$ cat config.mk
export PLATFORM = sky130hd
export DESIGN_NAME = serial_mod_n
export DESIGN_NICKNAME = d
export VERILOG_FILES = /design/src/rtl/serial_mod_pkg.sv /design/src/rtl/mod_n_step.sv /design/src/rtl/serial_mod_n.sv
export SDC_FILE = /design/constraint.sdc
export NUM_CORES = 1
export LEC_CHECK = 0
export CAP_MARGIN = 40
export CORE_AREA = 2 2 39 41
export CTS_CLUSTER_DIAMETER = 40
export DETAILED_ROUTE_END_ITERATION = 10
export DIE_AREA = 0 0 41 43
export PLACE_DENSITY_LB_ADDON = 0.05
export SYNTH_ARGS = -nofsm -noshare
export SYNTH_HDL_FRONTEND = slang
export SYNTH_SLANG_ARGS = --single-unit
export TNS_END_PERCENT = 100
$ cat constraint.sdc
create_clock -name clk -period 2 [get_ports clk]
set_input_delay 0.3 -clock clk [delete_from_list [all_inputs] [get_ports clk]]
set_output_delay 0.3 -clock clk [all_outputs]
set_load 0.02 [all_outputs]
$ cat src/rtl/serial_mod_pkg.sv
// Package for serial_mod_n: FSM state type and remainder-width helper.
// Optional feature macro used by the top: SERIAL_MOD_FRAME_EN.
package serial_mod_pkg;

    // IDLE: no bit accepted since reset/clear; RUN: a number is in progress.
    typedef enum logic {
        IDLE = 1'b0,
        RUN  = 1'b1
    } state_t;

    // Bits needed to hold a remainder 0..divisor-1 (minimum 1).
    function automatic int unsigned rem_width(input int unsigned divisor);
        int unsigned w;
        w = 0;
        while ((32'd1 << w) < divisor) begin
            w = w + 1;
        end
        return (w < 1) ? 1 : w;
    endfunction

endpackage

$ cat src/rtl/mod_n_step.sv
// Combinational remainder step: r_next = (2*r + in) mod DIVISOR.
// Ports:
//   r      - current remainder (RW bits)
//   in     - next serial bit
//   r_next - updated remainder (RW bits)
module mod_n_step
    import serial_mod_pkg::*;
#(
    parameter  int unsigned DIVISOR = 3,
    localparam int unsigned RW      = rem_width(DIVISOR)
) (
    input  logic [RW-1:0] r,
    input  logic          in,
    output logic [RW-1:0] r_next
);

    // 2*r + in is below 2*DIVISOR, so one conditional subtract suffices;
    // the extra bit keeps it exact when DIVISOR is 2^RW or 2^RW-1.
    logic [RW:0] sum;

    assign sum    = {r, in};
    assign r_next = (sum >= (RW+1)'(DIVISOR)) ? RW'(sum - (RW+1)'(DIVISOR))
                                              : sum[RW-1:0];

endmodule

$ cat src/rtl/serial_mod_n.sv
// Running remainder of an MSB-first serial number modulo DIVISOR.
// Optional framing enabled by macro SERIAL_MOD_FRAME_EN.
// Ports:
//   clk        - clock, rising edge
//   rst        - asynchronous active-high reset
//   clear      - synchronous start-of-number (discards running remainder)
//   in_valid   - qualifies in; one bit accepted per cycle when high
//   in         - serial bit, MSB first
//   out_r      - registered running remainder
//   out_valid  - registered; at least one bit accepted since reset/clear
//   divisible  - registered; out_valid and out_r == 0
//   frame_done - one-cycle pulse after the last bit of a frame (framing only)
module serial_mod_n
    import serial_mod_pkg::*;
#(
    parameter  int unsigned DIVISOR   = 3,
    parameter  int unsigned FRAME_LEN = 8,
    localparam int unsigned RW        = rem_width(DIVISOR)
) (
    input  logic          clk,
    input  logic          rst,
    input  logic          clear,
    input  logic          in_valid,
    input  logic          in,
    output logic [RW-1:0] out_r,
    output logic          out_valid,
    output logic          divisible
`ifdef SERIAL_MOD_FRAME_EN
    ,
    output logic          frame_done
`endif
);

    localparam int unsigned CW = 16;

    // Elaboration-time guard on parameter ranges.
    if (DIVISOR < 2 || DIVISOR > 255 || FRAME_LEN < 1 || FRAME_LEN > 65535) begin : g_bad_param
        $error("serial_mod_n: DIVISOR or FRAME_LEN out of range");
    end

    state_t        state;
    state_t        state_next;
    logic          restart_c;
    logic [RW-1:0] base_c;
    logic [RW-1:0] step_c;

`ifdef SERIAL_MOD_FRAME_EN
    logic [CW-1:0] cnt;
    logic [CW-1:0] cnt_next_c;
    logic          frame_full_c;

    // A completed frame makes the next accepted bit start a new number.
    assign frame_full_c = (cnt == CW'(FRAME_LEN));
    assign restart_c    = clear | (state == IDLE) | frame_full_c;
    assign cnt_next_c   = restart_c ? CW'(1) : cnt + CW'(1);
`else
    assign restart_c    = clear | (state == IDLE);
`endif

    // A restarting bit is folded into a zero remainder.
    assign base_c = restart_c ? '0 : out_r;

    mod_n_step #(
        .DIVISOR (DIVISOR)
    ) u_step (
        .r      (base_c),
        .in     (in),
        .r_next (step_c)
    );

    // State register.
    always_ff @(posedge clk or posedge rst) begin
        if (rst) begin
            state <= IDLE;
        end else begin
            state <= state_next;
        end
    end

    // Next-state logic: an accepted bit wins over a lone clear.
    always_comb begin
        state_next = state;
        if (in_valid) begin
            state_next = RUN;
        end else if (clear) begin
            state_next = IDLE;
        end
    end

    // Remainder and status registers; held while no bit is accepted.
    always_ff @(posedge clk or posedge rst) begin
        if (rst) begin
            out_r     <= '0;
            out_valid <= 1'b0;
            divisible <= 1'b0;
        end else if (in_valid) begin
            out_r     <= step_c;
            out_valid <= 1'b1;
            divisible <= (step_c == '0);
        end else if (clear) begin
            out_r     <= '0;
            out_valid <= 1'b0;
            divisible <= 1'b0;
        end
    end

`ifdef SERIAL_MOD_FRAME_EN
    // Frame bit counter and end-of-frame pulse.
    always_ff @(posedge clk or posedge rst) begin
        if (rst) begin
            cnt        <= '0;
            frame_done <= 1'b0;
        end else begin
            frame_done <= 1'b0;
            if (in_valid) begin
                cnt        <= cnt_next_c;
                frame_done <= (cnt_next_c == CW'(FRAME_LEN));
            end else if (clear) begin
                cnt <= '0;
            end
        end
    end
`endif

endmodule

==> impl_metrics.env, run 1 <==
export IMPL_rsz0062_at_grt="no"
export IMPL_die_area_mm2=0.00176
export IMPL_cts_num_sinks=4
export IMPL_yosys_top_cells_area="dfrtp_1, o311ai_0, inv_1"
export IMPL_cap_violations=0
export IMPL_die_w_um=41
export IMPL_drt_iter0_drc=3
export IMPL_drc=0
export IMPL_synthAdderAreaFrac_pct=4.95
export IMPL_fin_worst_skew_ns=0.00168
export IMPL_grt_pass1_vias=265
export IMPL_crit_fanout=6
export IMPL_detail_route_antenna_nets=0
export IMPL_r2r_end="out_r[1]"
export IMPL_post_cts_buffers=0
export IMPL_comb_power_share_pct=25.9
export IMPL_vias_per_cell=4.45
export IMPL_finalHoldViolCount=0
export IMPL_muxShareOfSynthArea_pct=0
export IMPL_drt_pass1_iterations=2
export IMPL_cts_hold_buffers=0
export IMPL_p_int_w=0.000192
export IMPL_synth_net_count=31
export IMPL_wl_um=597
export IMPL_gp_congestion=0.619
export IMPL_cts_max_level=1
export IMPL_cts_repair_resized=0
export IMPL_r2r_slack_ns=0.38
export IMPL_cp_required_ns=2.11
export IMPL_root_buffer="clkbuf_4"
export IMPL_area_growth_pct=57.4
export IMPL_synth_simple_area_share_pct=26.2
export IMPL_rows=14
export IMPL_fin_crit_sh_pct=87.6
export IMPL_hpwl_um=496
export IMPL_cts_tree="done"
export IMPL_seq_area_um2=100
export IMPL_setup_violations=0
export IMPL_drive_gt1_share_pct=23.1
export IMPL_status="finished clean"
export IMPL_track_usage_pct=9.36
export IMPL_ys_seq_elements=4
export IMPL_wl_per_cell_um=10.9
export IMPL_grt_max_degree=9
export IMPL_synth_compound_area_share_pct=23.3
export IMPL_grt_pass1_wl_mm=1.07
export IMPL_fill_cells=154
export IMPL_final_util_pct=28.8
export IMPL_max_slew_margin_pct=80.0
export IMPL_cts_buffers=3
export IMPL_clk_path_buf_depth=2
export IMPL_synth_top_family_by_area="simple AND/OR/NAND/NOR gates"
export IMPL_placed_cell_area_um2=375
export IMPL_drv_slew=0
export IMPL_yosys_area_top_type="dfrtp_1"
export IMPL_power_density_mw_per_mm2=641
export IMPL_switching_share_pct=24.8
export IMPL_worst_slew_pin_slew_ns=0.296
export IMPL_mostFrequentLayoutCell="clkdlybuf4s50_1"
export IMPL_multiInputGateArea_um2=138
export IMPL_die_h_um=43
export IMPL_crit_type="input pin to flop"
export IMPL_min_path_type="input pin to async pin"
export IMPL_ir_drop_mv=0.346
export IMPL_most_common_layout_cells="clkdlybuf4s50_1, inv_1, dfrtp_1"
export IMPL_syn_avg_cell_area_um2=10.1
export IMPL_yosysWarnings=0
export IMPL_final_cell_area_um2=398
export IMPL_ys_types=16
export IMPL_clkSlewWorstSetupHoldPaths_ns=0.03
export IMPL_endpoint_kind="flop"
export IMPL_grt_overflow=0
export IMPL_vias=245
export IMPL_setup_tns_ns=0
export IMPL_yosysSeqAreaShare_pct=39.6
export IMPL_num_antenna_cells=0
export IMPL_syn_instance_count=25
export IMPL_min_period_ns=1.75
export IMPL_coreArea_mm2=0.00138
export IMPL_final_nets=47
export IMPL_rr_worst_depth=4
export IMPL_portBuffers=8
export IMPL_antenna_found_initial=0
export IMPL_r2r_start="out_valid"
export IMPL_power_frac_seq_pct=36.8
export IMPL_arrival_ns=1.86
export IMPL_start_kind="input pin"
export IMPL_io_pins=9
export IMPL_synth_xor_area_share_pct=0
export IMPL_max_freq_ghz=0.571
export IMPL_synth_area_um2=253
export IMPL_synth_top_area_share_pct=39.6
export IMPL_clk_latency_ns=0.23
export IMPL_pwr_share_clk_pct=37.3
export IMPL_power_leakage_nw=0.185
export IMPL_start_util_pct=18.3
export IMPL_power_switching_w=0.0000631
Yosys cell counts:
cell type and instances:
o311ai_0 2, nor3b_1 1, and3b_4 1, nor2_1 1
a31o_2 1, a21o_1 1, and3b_2 1, inv_1 4
or4_1 1, and2_1 1, o31ai_1 2, or3_1 2
dfrtp_1 4, a32o_1 1, ha_1 1, nand2b_1 1
metrics by stage:
step / total power, W / hold WS [ns] / setup WS (ns) / std cells
2_1_floorplan: 0.000125 / 0.0661 / 0.351 / 25
3_3_place_gp: 0.000161 / 0.489 / 0.00142 / 52
3_5_place_dp: 0.000162 / 0.492 / -0.00486 / 52
4_1_cts: 0.000261 / 0.247 / 0.242 / 55
5_1_grt: 0.000275 / 0.261 / 0.163 / 55
6_report: 0.000255 / 0.248 / 0.249 / 55
cell type report:
class,instances,area share [%]
repair buffers,11,25.8
well taps,16,5.03
inverters,4,3.77
flip-flops and latches,4,25.2
multi-input cells,17,34.6
clock buffers,3,5.66
how the worst max path moves through the flow:
stage	cells after the start	end	startpoint
floorplan	4	out_r[1]	out_valid
global placement	5	divisible	clear
detailed placement	5	out_r[1]	clear
CTS	5	out_r[1]	clear
global route	5	divisible	clear
finish	5	out_r[1]	clear
sequential cells by signal (all words and copies together) (netlist names):
name and count:
out_valid 1, divisible 1, out_r 2
cell families (layout without fill, tap and decap cells):
kind of cell	count (synthesis)	in the layout
buffers and inverters	4	18
AND/OR/NAND/NOR	9	9
flip-flops	4	4
adder cells (fa/ha/maj)	1	1
AO/OA/AOI/OAI	7	7
power by group through the flow:
stage	combinational, W	clock (W)	sequential [W]
final	0.0000661	0.0000951	0.0000937
after global routing	0.0000735	0.000107	0.0000947
after CTS	0.0000670	0.0000993	0.0000942
after detailed placement	0.0000667	0	0.0000951
after global placement	0.0000663	0	0.0000949
after floorplan	0.0000222	0	0.000103
worst max-delay path: stages:
cell	delay, ns
clkdlybuf4s50_1	0.47
and3b_2	0.21
ha_1	0.23
or3_1	0.39
a32o_1	0.26
routing by layer:
metal / global-route usage, % / part of all wire [%] / vias to the layer above
met5: 0 / 0 / -
met1: 12.0 / 49 / 114
met2: 12.8 / 44 / 8
met3: 6.28 / 6.5 / 0
met4: 2.00 / 0 / 0
li1: - / - / 123
(Power assumes the default switching activity.)
==> inputs of run 2 (changes only) <==
--- a/config.mk
+++ b/config.mk
@@ -6,8 +6,10 @@
 export NUM_CORES = 1
 export LEC_CHECK = 0
 export CAP_MARGIN = 40
+export CELL_PAD_IN_SITES_DETAIL_PLACEMENT = 1
+export CELL_PAD_IN_SITES_GLOBAL_PLACEMENT = 2
 export CORE_AREA = 2 2 39 41
-export CTS_CLUSTER_DIAMETER = 40
+export CTS_CLUSTER_DIAMETER = 60
 export DETAILED_ROUTE_END_ITERATION = 10
 export DIE_AREA = 0 0 41 43
 export PLACE_DENSITY_LB_ADDON = 0.05
==> constraint.sdc (replaced) <==
create_clock -name clk -period 2 [get_ports clk]
set_input_delay 0.3 -clock clk [delete_from_list [all_inputs] [get_ports clk]]
set_output_delay 0.3 -clock clk [all_outputs]
set_load 0.1 [all_outputs]
==> run 2 against run 1 <==
Maximum frequency grew 0.20%; non-clock buffer count is the same; highest routed layer is now met4; sequential power is essentially flat; total power grew 17%.
==> impl_metrics.env, run 2 (synthesis gave the netlist of run 1 again) <==
export IMPL_status="finished clean"
export IMPL_power_frac_seq_pct=31.5
export IMPL_min_period_ns=1.75
export IMPL_placed_cell_area_um2=368
export IMPL_crit_fanout=6
export IMPL_area_growth_pct=54.5
export IMPL_clk_latency_ns=0.23
export IMPL_die_w_um=41
export IMPL_finalHoldViolCount=0
export IMPL_track_usage_pct=10.6
export IMPL_drc=0
export IMPL_hpwl_um=526
export IMPL_gp_congestion=0.633
export IMPL_cap_violations=0
export IMPL_wl_per_cell_um=11.9
export IMPL_cts_tree="done"
export IMPL_clkSlewWorstSetupHoldPaths_ns=0.04
export IMPL_cts_num_sinks=4
export IMPL_arrival_ns=1.86
export IMPL_fin_worst_skew_ns=0.00316
export IMPL_coreArea_mm2=0.00138
export IMPL_drive_gt1_share_pct=38.5
export IMPL_vias_per_cell=4.55
export IMPL_io_pins=9
export IMPL_finalNonFillerCells=55
export IMPL_post_cts_buffers=0
export IMPL_cts_hold_buffers=0
export IMPL_mostFrequentLayoutCell="buf_4"
export IMPL_endpoint_kind="flop"
export IMPL_comb_power_share_pct=35.9
export IMPL_p_int_w=0.000190
export IMPL_grt_pass1_wl_mm=1.16
export IMPL_setup_violations=0
export IMPL_drv_slew=0
export IMPL_power_leakage_nw=0.188
export IMPL_pwr_share_clk_pct=32.6
export IMPL_ir_drop_mv=0.160
export IMPL_die_h_um=43
export IMPL_grt_max_degree=9
export IMPL_cts_buffers=3
export IMPL_vias=250
export IMPL_grt_pass1_vias=267
export IMPL_antenna_found_initial=0
export IMPL_drt_pass1_iterations=4
export IMPL_rows=14
export IMPL_die_area_mm2=0.00176
export IMPL_cp_required_ns=2.12
export IMPL_portBuffers=8
export IMPL_rsz0062_at_grt="no"
export IMPL_largest_reg_flops=2
export IMPL_r2r_slack_ns=0.38
export IMPL_dp_cells=52
export IMPL_crit_type="input pin to flop"
export IMPL_power_density_mw_per_mm2=764
export IMPL_fin_crit_sh_pct=87.4
export IMPL_final_nets=47
export IMPL_cts_max_level=1
export IMPL_final_cell_area_um2=390
export IMPL_power_switching_w=0.000109
export IMPL_clk_path_buf_depth=2
export IMPL_setup_tns_ns=0
export IMPL_worst_slew_pin_slew_ns=0.290
export IMPL_max_slew_margin_pct=80.4
export IMPL_switching_share_pct=36.4
export IMPL_detail_route_antenna_nets=0
export IMPL_top_register="out_r"
export IMPL_num_antenna_cells=0
export IMPL_reg_largest_list="out_r (2), divisible (1), out_valid (1)"
export IMPL_start_kind="input pin"
export IMPL_most_common_layout_cells="buf_4, inv_1, clkdlybuf4s50_1"
export IMPL_grt_overflow=0
export IMPL_drt_iter0_drc=2
export IMPL_start_util_pct=18.3
export IMPL_wl_um=656
export IMPL_root_buffer="clkbuf_4"
export IMPL_cts_repair_resized=0
export IMPL_max_freq_ghz=0.572
export IMPL_min_path_type="input pin to async pin"
## run 2: changes by cell type in the layout (fill, tap and decap cells not counted), sizes merged
cell and change:
buf +4, clkdlybuf4s50 -4
## run 2: area by class of cell
type	count	area (um^2)
clock buffer	3	22.5
tap	16	20.0
timing repair buffer	11	92.6
sequential	4	103
fill	167	993
inverter	4	15.0
multi-input combinational	17	138
## run 2: per-stage QoR
stage / worst slack (ns) / hold WS [ns] / total power [W] / utilization (%)
6_report: 0.252 / 0.259 / 0.000298 / 28.2
5_1_grt: 0.135 / 0.273 / 0.000317 / 28.2
4_1_cts: 0.245 / 0.265 / 0.000305 / 28.2
3_5_place_dp: 0.0133 / 0.507 / 0.000203 / 26.6
3_3_place_gp: 0.00693 / 0.500 / 0.000202 / 26.6
2_1_floorplan: 0.140 / 0.0659 / 0.000169 / -
## run 2: power groups by stage
stage | combinational [W] | sequential [W] | clock (W)
2_1_floorplan | 0.0000224 | 0.000146 | 0
3_3_place_gp | 0.000108 | 0.0000949 | 0
3_5_place_dp | 0.000108 | 0.0000954 | 0
4_1_cts | 0.000108 | 0.0000943 | 0.000103
5_1_grt | 0.000114 | 0.0000954 | 0.000108
6_report | 0.000107 | 0.0000940 | 0.0000971
## run 2: per-layer routing
| layer | wire length [um] | up-vias | global-route usage (%) |
|---|---|---|---|
| met2 | 304 | 9 | 13.4 |
| met1 | 286 | 116 | 12.3 |
| met4 | 19 | 0 | 12.0 |
| met5 | 0 | - | 0 |
| met3 | 45 | 2 | 3.14 |
| li1 | - | 123 | - |
## run 2: final timing paths
path                           start        to  depth (start not counted)
min in group clk            out_r[1]  out_r[1]                          1
hold reg to reg             out_r[1]  out_r[1]                          1
hold / removal                   rst  out_r[1]                          2
max in group asynchronous        rst  out_r[0]                          2
setup reg to reg           out_valid  out_r[1]                          4
setup / recovery               clear  out_r[1]                          5
## run 2: worst max-delay path, cell delays in order
cell,delay [ns]
clkdlybuf4s50_1,0.47
and3b_2,0.22
ha_1,0.23
or3_1,0.38
a32o_1,0.26
